--- src/rtl/nn_output_collector.sv ---
// nn_output_collector: gathers one activation per output neuron, then
// presents the vector; argmax class/max enabled by NN_COLLECT_ARGMAX_EN.
module nn_output_collector #(
   parameter int NumOutputLayer = 2,
   parameter int IdxW = (NumOutputLayer > 1) ? $clog2(NumOutputLayer) : 1
) (
   input  logic                         clk_i,
   input  logic                         reset_i,
   input  logic [32*NumOutputLayer-1:0] actv_i,
   input  logic [NumOutputLayer-1:0]    req_i,
   output logic [NumOutputLayer-1:0]    ack_o,
   output logic                         result_valid_o,
   input  logic                         result_ready_i,
   output logic [32*NumOutputLayer-1:0] result_data_o,
   output logic [IdxW-1:0]              class_o,
   output logic [31:0]                  max_o,
   output logic                         busy_o
);

   typedef enum logic [1:0] {
      COLLECT,
      SCAN,
      PRESENT
   } state_t;

   state_t state;

   logic [31:0]               data     [NumOutputLayer];
   logic [31:0]               data_nxt [NumOutputLayer];
   logic [NumOutputLayer-1:0] full;
   logic [NumOutputLayer-1:0] cap;
   logic                      all_full;
   logic                      hs;

   // capture only empty slots while collecting; compute post-capture data
   always_comb begin
      cap = '0;
      if (state == COLLECT) cap = req_i & ~full;
      for (int k = 0; k < NumOutputLayer; k++) begin
         data_nxt[k] = cap[k] ? actv_i[32*k +: 32] : data[k];
      end
   end

   assign all_full = &(full | cap);
   assign hs       = result_valid_o & result_ready_i;

   for (genvar k = 0; k < NumOutputLayer; k++) begin : g_out
      assign result_data_o[32*k +: 32] = data[k];
   end

   // slot registers; reset discards anything captured so far
   always_ff @(posedge clk_i) begin
      if (reset_i) begin
         for (int k = 0; k < NumOutputLayer; k++) data[k] <= '0;
      end else begin
         for (int k = 0; k < NumOutputLayer; k++) data[k] <= data_nxt[k];
      end
   end

   // full mask: set on capture, cleared by the result handshake
   always_ff @(posedge clk_i) begin
      if (reset_i) begin
         full <= '0;
      end else if (state == PRESENT && hs) begin
         full <= '0;
      end else begin
         full <= full | cap;
      end
   end

`ifdef NN_COLLECT_ARGMAX_EN
   logic [IdxW-1:0] scan_idx;
   logic [IdxW-1:0] best_idx;
   logic [IdxW-1:0] cur_idx;
   logic [IdxW-1:0] nxt_idx;
   logic [31:0]     best_val;
   logic [31:0]     cur_val;
   logic [31:0]     cand_val;
   logic [31:0]     nxt_val;
   logic            first_step;

   // one signed compare per scan step; first step seeds best from slot 0
   always_comb begin
      first_step = (scan_idx == IdxW'(1));
      cand_val   = data[scan_idx];
      cur_val    = first_step ? data[0] : best_val;
      cur_idx    = first_step ? '0 : best_idx;
      nxt_idx    = cur_idx;
      nxt_val    = cur_val;
      if ($signed(cand_val) > $signed(cur_val)) begin
         nxt_idx = scan_idx;
         nxt_val = cand_val;
      end
   end
`else
   assign class_o = '0;
   assign max_o   = '0;
`endif

   // control FSM with registered ack/valid/busy and result registers
   always_ff @(posedge clk_i) begin
      if (reset_i) begin
         state          <= COLLECT;
         ack_o          <= '0;
         result_valid_o <= 1'b0;
         busy_o         <= 1'b0;
`ifdef NN_COLLECT_ARGMAX_EN
         scan_idx       <= '0;
         best_idx       <= '0;
         best_val       <= '0;
         class_o        <= '0;
         max_o          <= '0;
`endif
      end else begin
         ack_o <= cap;
         unique case (state)
            COLLECT: begin
               if (all_full) begin
                  busy_o <= 1'b1;
`ifdef NN_COLLECT_ARGMAX_EN
                  if (NumOutputLayer > 1) begin
                     state    <= SCAN;
                     scan_idx <= IdxW'(1);
                  end else begin
                     state          <= PRESENT;
                     result_valid_o <= 1'b1;
                     class_o        <= '0;
                     max_o          <= data_nxt[0];
                  end
`else
                  state          <= PRESENT;
                  result_valid_o <= 1'b1;
`endif
               end
            end
            SCAN: begin
`ifdef NN_COLLECT_ARGMAX_EN
               best_idx <= nxt_idx;
               best_val <= nxt_val;
               scan_idx <= scan_idx + IdxW'(1);
               if (scan_idx == IdxW'(NumOutputLayer - 1)) begin
                  state          <= PRESENT;
                  result_valid_o <= 1'b1;
                  class_o        <= nxt_idx;
                  max_o          <= nxt_val;
               end
`else
               state  <= COLLECT;
               busy_o <= 1'b0;
`endif
            end
            PRESENT: begin
               if (hs) begin
                  state          <= COLLECT;
                  result_valid_o <= 1'b0;
                  busy_o         <= 1'b0;
               end
            end
            default: begin
               state          <= COLLECT;
               result_valid_o <= 1'b0;
               busy_o         <= 1'b0;
            end
         endcase
      end
   end

endmodule

--- config.mk ---
export PLATFORM = sky130hd
export DESIGN_NAME = nn_output_collector
export DESIGN_NICKNAME = d
export VERILOG_FILES = /design/src/rtl/nn_output_collector.sv
export SDC_FILE = /design/constraint.sdc
export NUM_CORES = 1
export LEC_CHECK = 0
export BUFFER_PORTS_ARGS = -buffer_cell sky130_fd_sc_hd__buf_2
export CAP_MARGIN = 20
export CORE_ASPECT_RATIO = 2
export CORE_MARGIN = 5
export CORE_UTILIZATION = 38
export CTS_BUF_LIST = sky130_fd_sc_hd__clkbuf_4 sky130_fd_sc_hd__clkbuf_8
export DETAILED_ROUTE_END_ITERATION = 16
export GPL_TIMING_DRIVEN = 0
export HOLD_SLACK_MARGIN = 0.15
export PLACE_DENSITY = 0.71
export SLEW_MARGIN = 0
export SYNTH_ARGS = -nofsm -noshare
export SYNTH_HDL_FRONTEND = slang
export SYNTH_SLANG_ARGS = --single-unit
--- constraint.sdc ---
create_clock -name clk_i -period 1.1 [get_ports clk_i]
set_input_delay 0.055 -clock clk_i [delete_from_list [all_inputs] [get_ports clk_i]]
set_output_delay 0.055 -clock clk_i [all_outputs]
set_load 0.01 [all_outputs]
* Word level (Yosys, flattened, before mapping) *
Memories as Yosys holds them, arrays and structs flattened.
Index checks and enable logic that the tools add are counted.

word-level totals
  RAM bits = 64
  word-level logic and storage cells = 38
  output and inout bits = 101
  memories = 1
  input bits = 69
  bits in registers = 8

memory list
  memory  depth  width  rd ports  clocked after Yosys merged registers in  write ports  line  source
  data    2      32     2         0                                        2            28    logic [31:0] data [NumOutputLayer];

cells by class
  reduce and logical (&&, ||, !) cells = 6
  multiplexer cells = 15
  bitwise gates (word level) = 7
  equal/unequal tests = 4

operators with widths
  operator                                                         count
  32-bit two-way mux                                               4
  2-bit two-way mux                                                3
  1-bit two-way mux                                                5
  2-bit != test, second input constant                             2
  2-bit case mux with 2 select lines                               1
  2-bit AND reduction                                              2
  1-bit case mux with 3 select lines                               1
  3-bit AND reduction                                              1
  2-bit bitwise AND                                                1
  2-bit by 1-bit == test with 1-bit output, second input constant  1
  2-bit == test, second input constant                             1
  2-bit zero test                                                  1
  2-bit NOT                                                        1
  1-bit bitwise OR                                                 2
  2-bit bitwise OR                                                 1
  1-bit case mux with 2 select lines                               1
  2-bit OR reduction                                               1
  1-bit bitwise AND                                                1
  1-bit logical AND                                                1
  1-bit NOT                                                        1

* Depth between registers and ports, before layout *
  depth in word-level cells = 7
  gate-level depth with buffers = 4
  depth with buffers taken out = 2

* Worst setup path before layout *
Ideal clock, no wire load.

  kind = reg2reg
  start = register state[1]
  end = memory data[0][0]
  buffers on the path = 2
  clock period less this slack = 1.112 ns
  path slack = -0.012 ns
  data arrival time = 1.041 ns
  stages on the path, launching flop included = 5
  library setup time = 0.072 ns
  path through = dfxtp_1 > nor3b_2 > buf_6 > buf_12 > mux2i_1

RTL lines
  what                    line  source
  from (decl)             26    state_t state;
  from (signal assigned)  103   state <= COLLECT;
  from (signal assigned)  131   state <= PRESENT;
  from (signal assigned)  148   state <= COLLECT;
  to (decl)               28

==> metrics.md <==
| Metric | Value |
|---|---|
| Initial antenna violation count | 0 |
| RSZ-0062 raised after global routing | true |
| Top-count cell post-synth | nand2b_1 |
| Overall routing resource usage | a little under a fifth |
| Die Width | between 70 and 80 um |
| Mapped Cells | roughly 330 |
| CP arrival | about 1.5 ns |
| 1st-pass router iterations | 4 |
| CTS tree | yes |
| Synth top area cells | dfxtp_1 (41%), nand2b_1 (24%), mux2i_1 (19%), buf_4 (7.8%), buf_12 (3.5%) |
| Most frequent cells after synthesis | nand2b_1 (130), dfxtp_1 (69), mux2i_1 (64), buf_4 (35), clkbuf_1 (8) |
| Ports | 170 |
| Outcome | finished, violations left |
| Lkg Pwr | ~2.6 nW |
| Worst Hold Class | in2reg |
| Failing checks | setup timing |
| Avg WL per Cell | about 14 um |
| Overall die height | roughly 140 um |
| Buf/Inv on CP | 2 |
| Yosys reg bits | 69 |
| Crit path launch type | flip-flop |
| Critical path cell sequence | nor3b_2 > buf_6 > buf_12 > mux2i_2 |
| TritonCTS Sinks | 69 |
| # diodes | 0 |
| EDFF count, synth | 0 |
| Clock-pin slew on the worst setup and hold paths | approximately 0.07 ns |
| Total Routed Length | a little over 10000 um |
| CP max stage delay | about 0.36 ns |
| Yosys top cell area share | approximately 41% |
| Core Util, Final | roughly 63% |
| Slack of the critical path | -0.0945 ns |
| Unique masters post-synth | 16 |
| Layout cells sized above 1 | between 30% and 40% |
| Syn_area_per_cell | ~10 um^2 |
| Vias in the first global route | about 3300 |
| CP delay by family, top | buffers and inverters |
| Root Buffer | clkbuf_8 |
| Layout area overhead | 60.5% |
| Clk_skew | about 0.0091 ns |
| Antenna viol nets, final | 0 |
| Final Hold Viols | 0 |
| Grt total ovfl | 0 |
| Max-cap violations | 0 |
| H-tree depth | 3 |
| Final setup fails | 65 |
| Crit path time final | 1.19 ns |
| Core Area | between 0.008 and 0.009 mm^2 |
| Layout Nets | about 660 |
| Setup Crit Path Kind | reg2reg |
| Worst-Skew Late Latency | 0.35 ns |
| Worst Setup End Kind | flip-flop |
| CTS Buffer Depth | 2 |
| Required time worst endpoint | roughly 1.4 ns |
| HPWL after detailed placement | 6870 um |
| Final setup TNS | -3.09 ns |
| Max frequency | about 0.84 GHz |
| Pwr dens | approximately 1200 mW/mm^2 |
| Netlist area before placement | 0.00339 mm^2 |
| Ys async rst share | 0% |
| Routed vias/inst | 4.38 |
| 1st-iter DRT viols | 83 |
| CP max-delay cell | dfxtp_4 |
| IO buf count | 135 |
| DIE AREA | ~0.011 mm^2 |
| Yosys warning total | 0 |
| CP Max Fanout | 7 |
| Post-synth top flop | dfxtp_1 |
| CTS Buf Count | 9 |
| # DRC | 0 |
| Area leader, netlist | dfxtp_1 |
| Initial Util | 39.2% |
| FP Rows | 48 |
| VDD IR max | around 0.00069 V |
| Count of final max-slew check failures | 0 |
| Register area share after synthesis | 40.8% |
| Largest net degree at the start of global routing | 11 |
| First-pass GRT wire length | between 15000 and 20000 um |
| Fin crit share | 109% |
| Via count | ~3100 |
| Final RePlAce weighted congestion | slightly below 0.7 |
==> path summary, 6_finish.rpt <==
kind / startpoint / end / slack, ns / depth (start not counted)
max: state[1] / data[0][25] / -0.09 / 4
min: reset_i / data[0][19] / 0.16 / 3
max reg2reg: state[1] / data[0][25] / -0.09 / 4
min reg2reg: data[0][10] / data[0][10] / 0.47 / 2
==> metrics by stage <==
stage | power [mW] | area [um^2] | hold WS, ns | setup slack, ns | instances
after floorplan | 3.74 | 3510 | 0.210 | 0.0333 | 364
after global placement | 4.18 | 4310 | 0.318 | -0.0347 | 599
after detailed placement | 4.22 | 4310 | 0.323 | -0.0993 | 599
after CTS | 6.33 | 5270 | 0.154 | -0.0853 | 691
after global routing | 6.73 | 5440 | 0.212 | -0.148 | 697
final | 6.42 | 5440 | 0.163 | -0.0945 | 697
==> worst min-delay path: cells and delay by family <==
| kind | cells | cell delay, ns |
|---|---|---|
| mux | 1 | 0.05 |
| simple gates | 1 | 0.14 |
| buf+inv | 1 | 0.21 |
==> placed cells by master, fill, tap and decap left out <==
cell / Yosys / routed
clkbuf_4: 0 / 1
buf_16: 0 / 1
dlygate4sd3_1: 0 / 73
clkbuf_8: 0 / 11
buf_6: 2 / 3
dfxtp_2: 0 / 2
mux2i_2: 0 / 2
o41ai_1: 1 / 1
nand2b_1: 130 / 130
mux2i_4: 0 / 1
o21bai_1: 2 / 2
buf_4: 35 / 39
clkinv_2: 0 / 2
nor2_1: 2 / 2
conb_1: 1 / 33
or3b_1: 1 / 1
dfxtp_4: 0 / 1
mux2i_1: 64 / 61
buf_2: 5 / 140
clkbuf_16: 0 / 5
buf_12: 6 / 6
nor2b_4: 0 / 1
nor3b_2: 2 / 2
a21oi_1: 2 / 2
clkbuf_1: 8 / 8
nor2b_1: 2 / 1
dfxtp_1: 69 / 66
==> flip-flops by register name, summed over array words and instances, names as in the netlist <==
| name | count |
|---|---|
| state | 1 |
| full | 2 |
| ack_o | 2 |
| data | 64 |
==> timing repair <==
action,4_1_cts,5_1_grt
buffers inserted,4,1
hold buffers,73,0
pin swaps,0,2
hold endpoints to repair,69,0
gates cloned,1,5
resized for setup,2,9
setup endpoints to repair,60,66
==> cell families after synthesis <==
group	share of synthesized area, %
compound gates	0.997
mux	18.9
simple gates	25.6
buf+inv	13.6
other cells	0.111
flops	40.8
==> layer usage <==
| metal | track usage, % | vias up | part of all wire (%) |
|---|---|---|---|
| met5 | 0 | - | 0 |
| met4 | 7.93 | 0 | 2.2 |
| met3 | 5.83 | 17 | 7.1 |
| met2 | 34.6 | 109 | 58 |
| met1 | 17.0 | 1417 | 33 |
| li1 | - | 1508 | - |
==> area by class of cell <==
| type | count | area, um^2 |
|---|---|---|
| tap | 100 | 125 |
| multi-input combinational | 239 | 1690 |
| buffer | 56 | 460 |
| clock inverter | 2 | 10.0 |
| timing repair buffer | 219 | 1600 |
| clock buffer | 12 | 159 |
| sequential | 69 | 1390 |
| fill | 728 | 3210 |
==> power breakdown <==
group	total (mW)	internal [mW]	switching, mW
Combinational	1.73	1.02	0.714
Clock	1.86	0.935	0.926
Sequential	2.82	2.71	0.117
Total	6.42	4.66	1.76
Note: power is estimated with default switching activity, not from simulation.
